[src/rtl/error_injector_param_pkg.sv]
`default_nettype none
// ==================================================================
// Package : crc_pkg
// Brief   : Injection modes and default widths shared by tx/rx/injector.
// Rev     : 1.0
// ==================================================================
package crc_pkg;

  typedef enum logic [1:0] {
    BYPASS  = 2'd0,
    FIXED   = 2'd1,
    ONESHOT = 2'd2,
    WALK    = 2'd3
  } errMode_t;

  localparam int c_cw_width  = 32;
  localparam int c_cnt_width = 16;

  // True when the stored vector is applied to the current codeword.
  function automatic logic mode_applies(input errMode_t mode, input logic armed);
    logic applies;
    applies = 1'b1;
    case (mode)
      BYPASS:  applies = 1'b0;
      ONESHOT: applies = armed;
      default: applies = 1'b1;
    endcase
    return applies;
  endfunction

endpackage
`default_nettype wire

[src/rtl/error_injector_param_if.sv]
`default_nettype none
// ==================================================================
// Interface : error_injector_param_if
// Brief     : Codeword stream, error-vector control and status bundle.
// Rev       : 1.0
// ==================================================================
interface error_injector_param_if
  import crc_pkg::*;
#(
  parameter int CW_WIDTH  = c_cw_width,
  parameter int CNT_WIDTH = c_cnt_width
);

  logic                 erLoad;
  logic [CW_WIDTH-1:0]  erIn;
  errMode_t             mode;
  logic                 clrCount;
  logic                 CWValid;
  logic [CW_WIDTH-1:0]  CW;
  logic                 endMsgIn;
  logic [CW_WIDTH-1:0]  erCW;
  logic                 erCWValid;
  logic                 endMsgOut;
  logic [CNT_WIDTH-1:0] injCount;
  logic                 armed;

  modport master (
    output erLoad, erIn, mode, clrCount, CWValid, CW, endMsgIn,
    input  erCW, erCWValid, endMsgOut, injCount, armed
  );

  modport slave (
    input  erLoad, erIn, mode, clrCount, CWValid, CW, endMsgIn,
    output erCW, erCWValid, endMsgOut, injCount, armed
  );

endinterface
`default_nettype wire

[src/rtl/error_injector_param_sat_counter.sv]
`default_nettype none
// ==================================================================
// Module : sat_counter
// Brief  : Up-counter that sticks at all-ones; clear beats increment.
// Rev    : 1.0
// ==================================================================
module sat_counter #(
  parameter int WIDTH = 16
) (
  input  logic             clk,
  input  logic             rst,
  input  logic             inc,
  input  logic             clr,
  output logic [WIDTH-1:0] count
);

  localparam logic [WIDTH-1:0] c_one = {{(WIDTH-1){1'b0}}, 1'b1};

  logic [WIDTH-1:0] r_count;
  logic             w_full;

  assign w_full = &r_count;

  always_ff @(posedge clk or negedge rst) begin
    if (!rst) begin
      r_count <= '0;
    end else if (clr) begin
      r_count <= '0;
    end else if (inc && !w_full) begin
      r_count <= r_count + c_one;
    end
  end

  assign count = r_count;

endmodule
`default_nettype wire

[src/rtl/error_injector_param.sv]
`default_nettype none
// ==================================================================
// Module : error_injector_param
// Brief  : One-cycle codeword pipe that XORs a programmable error vector.
// Rev    : 1.0
// ==================================================================
module error_injector_param
  import crc_pkg::*;
#(
  parameter int CW_WIDTH  = c_cw_width,
  parameter int CNT_WIDTH = c_cnt_width
) (
  input  logic                 clk,
  input  logic                 rst,
  error_injector_param_if.slave bus
);

  logic [CW_WIDTH-1:0]  r_vec;
  logic [CW_WIDTH-1:0]  w_vec_nxt;
  logic                 r_armed;
  logic                 w_armed_nxt;
  logic [CW_WIDTH-1:0]  w_err;
  logic                 w_inject;
  logic [CW_WIDTH-1:0]  r_er_cw;
  logic                 r_er_cw_valid;
  logic                 r_end_msg;
  logic [CNT_WIDTH-1:0] w_count;

  // Error applied to this cycle's codeword, always from the pre-load vector.
  always_comb begin
    w_err = '0;
    if (mode_applies(bus.mode, r_armed)) begin
      w_err = r_vec;
    end
  end

  assign w_inject = bus.CWValid && (w_err != '0);

  // Later assignments win: a load overrides both disarm and rotation.
  always_comb begin
    w_vec_nxt   = r_vec;
    w_armed_nxt = r_armed;
    if (bus.CWValid && (bus.mode == ONESHOT) && r_armed) begin
      w_armed_nxt = 1'b0;
    end
    if (bus.CWValid && (bus.mode == WALK)) begin
      w_vec_nxt = {r_vec[CW_WIDTH-2:0], r_vec[CW_WIDTH-1]};
    end
    if (bus.erLoad) begin
      w_vec_nxt   = bus.erIn;
      w_armed_nxt = 1'b1;
    end
  end

  always_ff @(posedge clk or negedge rst) begin
    if (!rst) begin
      r_vec   <= '0;
      r_armed <= 1'b0;
    end else begin
      r_vec   <= w_vec_nxt;
      r_armed <= w_armed_nxt;
    end
  end

  always_ff @(posedge clk or negedge rst) begin
    if (!rst) begin
      r_er_cw       <= '0;
      r_er_cw_valid <= 1'b0;
      r_end_msg     <= 1'b0;
    end else begin
      if (bus.CWValid) begin
        r_er_cw <= bus.CW ^ w_err;
      end
      r_er_cw_valid <= bus.CWValid;
      r_end_msg     <= bus.CWValid & bus.endMsgIn;
    end
  end

  sat_counter #(
    .WIDTH (CNT_WIDTH)
  ) u_inj_cnt (
    .clk   (clk),
    .rst   (rst),
    .inc   (w_inject),
    .clr   (bus.clrCount),
    .count (w_count)
  );

  assign bus.erCW      = r_er_cw;
  assign bus.erCWValid = r_er_cw_valid;
  assign bus.endMsgOut = r_end_msg;
  assign bus.injCount  = w_count;
  assign bus.armed     = r_armed;

endmodule
`default_nettype wire

[src/flat_wrapper.sv]
// flat-port wrapper written by rule: the top's interface ports become plain ports
module error_injector_param_flat import crc_pkg::*;
#(
  parameter int CW_WIDTH  = c_cw_width,
  parameter int CNT_WIDTH = c_cnt_width
)
  (clk, rst, bus_erLoad, bus_erIn, bus_mode, bus_clrCount, bus_CWValid, bus_CW, bus_endMsgIn, bus_erCW, bus_erCWValid, bus_endMsgOut, bus_injCount, bus_armed);
  error_injector_param_if #(.CW_WIDTH(CW_WIDTH), .CNT_WIDTH(CNT_WIDTH)) bus_i ();
  input  logic clk;
  input  logic rst;
  input wire logic [$bits(bus_i.erLoad)-1:0] bus_erLoad;
  input wire logic [$bits(bus_i.erIn)-1:0] bus_erIn;
  input wire logic [$bits(bus_i.mode)-1:0] bus_mode;
  input wire logic [$bits(bus_i.clrCount)-1:0] bus_clrCount;
  input wire logic [$bits(bus_i.CWValid)-1:0] bus_CWValid;
  input wire logic [$bits(bus_i.CW)-1:0] bus_CW;
  input wire logic [$bits(bus_i.endMsgIn)-1:0] bus_endMsgIn;
  output wire logic [$bits(bus_i.erCW)-1:0] bus_erCW;
  output wire logic [$bits(bus_i.erCWValid)-1:0] bus_erCWValid;
  output wire logic [$bits(bus_i.endMsgOut)-1:0] bus_endMsgOut;
  output wire logic [$bits(bus_i.injCount)-1:0] bus_injCount;
  output wire logic [$bits(bus_i.armed)-1:0] bus_armed;
  assign bus_i.erLoad = bus_erLoad;
  assign bus_i.erIn = bus_erIn;
  assign bus_i.mode = bus_mode;
  assign bus_i.clrCount = bus_clrCount;
  assign bus_i.CWValid = bus_CWValid;
  assign bus_i.CW = bus_CW;
  assign bus_i.endMsgIn = bus_endMsgIn;
  assign bus_erCW = bus_i.erCW;
  assign bus_erCWValid = bus_i.erCWValid;
  assign bus_endMsgOut = bus_i.endMsgOut;
  assign bus_injCount = bus_i.injCount;
  assign bus_armed = bus_i.armed;
  error_injector_param #(.CW_WIDTH(CW_WIDTH), .CNT_WIDTH(CNT_WIDTH)) u_core (.clk(clk), .rst(rst), .bus(bus_i));
endmodule
[config.mk]
export PLATFORM = sky130hd
export DESIGN_NAME = error_injector_param_flat
export DESIGN_NICKNAME = d
export VERILOG_FILES = /design/src/rtl/error_injector_param_pkg.sv /design/src/rtl/error_injector_param_if.sv /design/src/rtl/error_injector_param_sat_counter.sv /design/src/rtl/error_injector_param.sv /design/src/flat_wrapper.sv
export SDC_FILE = /design/constraint.sdc
export NUM_CORES = 1
export LEC_CHECK = 0
export CELL_PAD_IN_SITES_DETAIL_PLACEMENT = 0
export CELL_PAD_IN_SITES_GLOBAL_PLACEMENT = 1
export CORE_MARGIN = 1.5
export CORE_UTILIZATION = 32
export CTS_CLUSTER_DIAMETER = 50
export DETAILED_ROUTE_END_ITERATION = 10
export GPL_TIMING_DRIVEN = 0
export HOLD_SLACK_MARGIN = 0.08
export PLACE_DENSITY = 0.76
export SETUP_SLACK_MARGIN = 0.15
export SLEW_MARGIN = 20
export SYNTH_ARGS = -nofsm -noshare
export SYNTH_HDL_FRONTEND = slang
export SYNTH_SLANG_ARGS = --single-unit
[constraint.sdc]
create_clock -name clk -period 1.85 [get_ports clk]
set_input_delay 0.37 -clock clk [delete_from_list [all_inputs] [get_ports clk]]
set_output_delay 0.37 -clock clk [all_outputs]
set_load 0.01 [all_outputs]
==> flow_summary.yaml, run 1 <==
floorplanning:
  core_area_mm2: 0.01196
  die_x_um: 113.6
  start_util: 0.3274
  die_h_um: 113.6
  rows: 40
  pin_count: 123
  die_area_mm2: 0.01291
hold_path:
  hold_class: "in2reg"
timing:
  setup_viol: 0
  slew_headroom: 0.6223
  hold_viol_final: 0
  fmax_mhz: 552.1
  skew_ps: 5.082
  final_max_slew_viol_count: 0
  holdWs_ps: 459.0
  post-route-min-period_ps: 1811
  worst_slew_pin_slew_ps: 566.6
  period_share: 0.9790
  rsz0062_at_grt: "true"
clocking:
  clock-root-buffer: "clkbuf_16"
  cts.sinks: 83
  clk_path_buf_depth: 2
  h-tree-depth: 3
  cts_tree: "yes"
  cts_buffers: 9
  path_clk_slew_ps: 60
  clkLatencyLatePin_ps: 340
status:
  status: "finished, final reports clean"
finish:
  drive_gt1_frac: 0.1436
  nNetsFinal: 618
  nFillCells: 1153
  diodes: 0
  area_delta_synth_final_pct: 53.51
grt:
  gr-usage-all-layers: 0.1809
  grt_pass1_wl_mm: 18.37
  antenna_found_initial: 0
  grt_overflow: 0
  grt_max_degree: 45
  grt_pass1_vias: 3557
power:
  power_mw: 5.022
  leakage_nw: 2.722
  power.density_mw_per_mm2: 835.4
  ir_worst_vdd_uv: 358.0
setup_path:
  path_cells: "ha_4, and4_4, nand4_4, o2111ai_4, buf_6, or3_4, a21oi_2"
  worst-path-buf-inv: 1
  cp.required_ps: 2120
  cp-end-kind: "flop"
  reg2reg_slack_ps: 40
  start_kind: "flop"
  arrival_ps: 2080
  crit_slowest_cell: "dfrtp_2"
  crit_type: "reg2reg"
  cp_top_family: "simple AND/OR/NAND/NOR gates"
  slowest_delay_ps: 440
  path_max_fanout: 7
synth:
  avgSynthCellArea_um2: 10.02
  synth_top_area_frac: 0.5304
  synth_edf_count: 0
  synth_ff_type: "dfrtp_1"
  synth_area_mm2: 0.003916
  yosys_register_bits: 83
  ys_seq_area_frac: 0.5304
  yosysTopAreaCell: "dfrtp_1"
  synth-async-reset-ratio: 1.000
  yosys_warnings: 0
  syn_inst: 391
  synth_area_leaders: "dfrtp_1, a222oi_1, xor2_1, a21oi_1, nand2_1"
  yosysUniqueCellTypes: 36
  syn-num-nets: 464
drt:
  route.vias.total: 3593
  avgViaCountPerCell: 5.155
  detail-route-antenna-nets: 0
  drc: 0
  post_drt_wl_per_cell_um: 16.35
  routed_wl_mm: 11.40
  drtIter0Drc: 295
  firstDrtPassIters: 7
placement:
  gp_congestion: 0.7801
  portBuffers: 120
  dp_hpwl_mm: 8.063
job:
  drv_cap: 0
==> path summary, 6_finish.rpt <==
kind                                            from                    endpoint  depth (start not counted)
max reg2reg                u_core.u_inj_cnt.count[0]  u_core.u_inj_cnt.count[15]                          7
min                                      bus_CWValid        u_core.bus.erCWValid                          1
min reg2reg                       u_core.bus.erCW[9]          u_core.bus.erCW[9]                          2
max in group asynchronous                        rst            u_core.r_vec[13]                          3
min in group asynchronous                        rst  u_core.u_inj_cnt.count[13]                          2
max                        u_core.u_inj_cnt.count[0]  u_core.u_inj_cnt.count[15]                          7
==> registers in the layout, summed over array words and instances (netlist names) <==
name	cells
u_core.bus.armed	1
u_core.bus.endMsgOut	1
u_core.bus.erCW	32
u_core.u_inj_cnt.count	16
u_core.r_vec	32
u_core.bus.erCWValid	1
==> where the power goes <==
part           internal (mW)  total (mW)  leakage [nW]  switching (mW)
clock network           1.20        1.90         0.156           0.704
registers               2.00        2.17         0.993           0.167
logic                  0.532       0.955          1.57           0.423
==> layout by cell type, fill, tap and decap left out, types with 4 or more instances in the layout <==
cell type / count
clkdlybuf4s50_1: 107
o31ai_1: 5
dlygate4sd2_1: 4
dfrtp_2: 6
clkbuf_8: 4
or3_1: 6
a21oi_1: 41
dfrtp_1: 77
dlymetal6s2s_1: 8
nor4_2: 4
clkbuf_1: 14
buf_6: 6
a222oi_1: 32
or4_1: 5
clkbuf_16: 9
xor2_1: 34
nand2_1: 38
inv_1: 37
nand3_1: 5
o21ai_0: 6
buf_4: 19
clkbuf_2: 6
nor2_1: 37
==> metrics by stage <==
step                      instance area [um2]  TNS (ps)  instances  utilization  worst slack [ps]
after floorplan                          3945         0        391            -             157.9
after global placement                   5330   -263510        658       0.4456             -3042
after detailed placement                 5355    -38250        659       0.4477            -649.4
after CTS                                5889         0        691       0.4924             30.48
after global routing                     6012    -299.5        697       0.5026            -67.54
final                                    6012         0        697       0.5026             38.79
==> layout make-up <==
type	instances	area, um2	area share
buffer	23	120.1	0.01998
clock buffer	15	287.8	0.04787
clock inverter	1	30.03	0.004995
inverter	37	138.9	0.02310
multi-input combinational	247	1735	0.2887
sequential	83	2085	0.3467
tap	147	183.9	0.03059
timing repair buffer	144	1431	0.2381
==> logic make-up after synthesis <==
kind of cell,share of synthesized area
AO/OA/AOI/OAI,0.1684
XOR/XNOR,0.07604
adder cells (fa/ha/maj),0.003194
buffers and inverters,0.06517
flip-flops,0.5304
multiplexers,0.006389
AND/OR/NAND/NOR,0.1505
==> cell usage after synthesis (all sizes together) (4+ instances only) <==
cell    count
a222oi     32
o31ai       5
nand3       6
o21ai       8
dfrtp      83
nand4       4
xor2       34
a21oi      44
or4         5
nor4        8
and4        4
nor2       39
or3         7
nand2      38
clkbuf     19
inv        37
==> layer usage <==
| layer | GRT usage | vias up | share of wire |
|---|---|---|---|
| met4 | 0.04750 | 0 | 0.0089 |
| li1 | - | 1704 | - |
| met1 | 0.2520 | 1772 | 0.45 |
| met3 | 0.03773 | 8 | 0.058 |
| met2 | 0.2884 | 109 | 0.48 |
| met5 | 0 | - | 0 |
==> repair_timing <==
action	CTS	global route
buffers inserted	15	7
resized for setup	27	23
endpoints found under the hold margin	39	0
endpoints found under the setup margin	90	28
hold buffers	1	0
pin swaps	11	7
Power figures use the tool's default switching activity.
==> run 2: changes to the inputs <==
- SKIP_CTS_REPAIR_TIMING: unset -> 1
==> run 2 against run 1 <==
Net effect: the flow now finishes with violations (setup timing); utilization shrank 0.73 points; critical path type unchanged; first-iteration DRC count up 11%; critical endpoint is now u_core.u_inj_cnt.count[13]; combinational power shrank 1%; setup slack worse by 57 ps; register-to-register slack worse by 60 ps; largest power group unchanged; hold slack got worse by 120 ps; final cell count is 1.1% lower; final area decreased by 1.5%; flip-flop and latch count unchanged; count of clock-buffer cells in the layout unchanged; clock power hardly changed; sequential power hardly changed.
==> flow_summary.yaml, run 2 (same netlist as run 1, synthesis figures left out) <==
timing:
  setup_tns_ps: -18.06
  skew_ps: 4.172
  setup_viol: 1
  setup_slack_ps: -18.06
  rsz0062_at_grt: "true"
  fmax_mhz: 535.3
  slew_headroom: 0.6194
  final_max_slew_viol_count: 0
  period_share: 1.010
  hold_viol_final: 0
  worst_slew_pin_slew_ps: 570.9
  post-route-min-period_ps: 1868
grt:
  gr-usage-all-layers: 0.1765
  grt_pass1_wl_mm: 17.95
  antenna_found_initial: 0
  grt_overflow: 0
  grt_max_degree: 45
  grt_pass1_vias: 3492
clocking:
  cts_tree: "yes"
  path_clk_slew_ps: 60
  clock-root-buffer: "clkbuf_16"
  cts_buffers: 9
  clkLatencyLatePin_ps: 330
  clk_path_buf_depth: 2
  h-tree-depth: 3
  cts.sinks: 83
drt:
  firstDrtPassIters: 9
  detail-route-antenna-nets: 0
  avgViaCountPerCell: 5.183
  drc: 0
  drtIter0Drc: 326
  routed_wl_mm: 11.26
  post_drt_wl_per_cell_um: 16.35
  route.vias.total: 3571
placement:
  dp_cells: 659
  portBuffers: 120
  gp_congestion: 0.7801
  dp_hpwl_mm: 8.063
finish:
  nNetsFinal: 610
  area_delta_synth_final_pct: 51.28
  diodes: 0
  mostFrequentLayoutCell: "clkdlybuf4s50_1"
  nFillCells: 1170
  fin_cells: 689
  drive_gt1_frac: 0.1273
  final_cell_mix: "clkdlybuf4s50_1, dfrtp_1, a21oi_1"
setup_path:
  cp.required_ps: 2070
  cp-end-kind: "flop"
  crit_type: "reg2reg"
  start_kind: "flop"
  arrival_ps: 2090
  path_max_fanout: 8
power:
  pwr-share-comb: 0.188
  p_switching_mw: 1.280
  seq_power_share: 0.434
  clkPwrFrac: 0.378
  leakage_nw: 2.692
  ir_worst_vdd_uv: 355.2
  power.density_mw_per_mm2: 844.6
  sw_frac_of_total: 0.2559
  p_int_mw: 3.723
floorplanning:
  core_area_mm2: 0.01196
  rows: 40
  die_h_um: 113.6
  pin_count: 123
  die_area_mm2: 0.01291
  start_util: 0.3274
  die_x_um: 113.6
status:
  violations: "setup timing"
  status: "finished with violations"
hold_path:
  hold_class: "in2reg"
job:
  drv_cap: 0
run 2: changes by cell type in the layout (fill, tap and decap cells not counted), sizes merged:
cell	previous run	this run
dlymetal6s2s	8	11
dlygate4sd2	4	0
clkdlybuf4s50	107	108
clkbuf	33	31
buf	27	21
run 2: final timing paths:
| path | start | end | slack [ps] | depth (start not counted) |
|---|---|---|---|---|
| min in group asynchronous | rst | u_core.u_inj_cnt.count[13] | 570 | 2 |
| setup / recovery | u_core.r_vec[19] | u_core.u_inj_cnt.count[13] | -20 | 6 |
| hold / removal | bus_CWValid | u_core.bus.erCWValid | 340 | 1 |
| setup reg to reg | u_core.r_vec[19] | u_core.u_inj_cnt.count[13] | -20 | 6 |
| max in group asynchronous | rst | u_core.r_vec[16] | 660 | 3 |
| hold reg to reg | u_core.bus.erCW[9] | u_core.bus.erCW[9] | 520 | 2 |
run 2: critical path, cell delays in order, from the launching register on:
cell and delay, ps:
dfrtp_2 440, nor4_4 320, nand4_1 150, buf_6 160
o2111ai_4 310, nor2_2 70, mux2_4 300
run 2: final cells by class:
| cell class | instances | area, um2 | share of cell area |
|---|---|---|---|
| multi-input cells | 247 | 1705 | 0.2879 |
| clock inverters | 1 | 30.03 | 0.005069 |
| repair buffers | 136 | 1373 | 0.2317 |
| plain buffers | 23 | 121.4 | 0.02049 |
| flip-flops and latches | 83 | 2085 | 0.3518 |
| inverters | 37 | 138.9 | 0.02344 |
| well taps | 147 | 183.9 | 0.03105 |
| clock buffers | 15 | 287.8 | 0.04857 |
run 2: through the flow:
| step | cell area [um2] | hold WS, ps | util | power [mW] | setup WS (ps) |
|---|---|---|---|---|---|
| floorplan | 3945 | 74.41 | - | 2.549 | 157.9 |
| global placement | 5330 | 504.8 | 0.4456 | 3.070 | -3042 |
| detailed placement | 5355 | 399.3 | 0.4477 | 3.101 | -649.4 |
| CTS | 5673 | 35.02 | 0.4743 | 5.021 | -317.5 |
| global route | 5924 | 340.9 | 0.4953 | 5.242 | -68.28 |
| finish | 5924 | 342.8 | 0.4953 | 5.004 | -18.06 |
run 2: power groups by stage:
stage / registers (mW) / clock network (mW) / logic, mW
global route: 2.20 / 2.01 / 1.04
finish: 2.17 / 1.89 / 0.941
global placement: 2.18 / 0 / 0.894
floorplan: 2.21 / 0 / 0.343
CTS: 2.15 / 1.95 / 0.923
detailed placement: 2.18 / 0 / 0.917
run 2: layer usage:
| layer | global-route usage | up-vias | part of all wire |
|---|---|---|---|
| li1 | - | 1684 | - |
| met1 | 0.2435 | 1770 | 0.46 |
| met2 | 0.2783 | 107 | 0.48 |
| met3 | 0.04038 | 10 | 0.056 |
| met4 | 0.05250 | 0 | 0.010 |
| met5 | 0 | - | 0 |
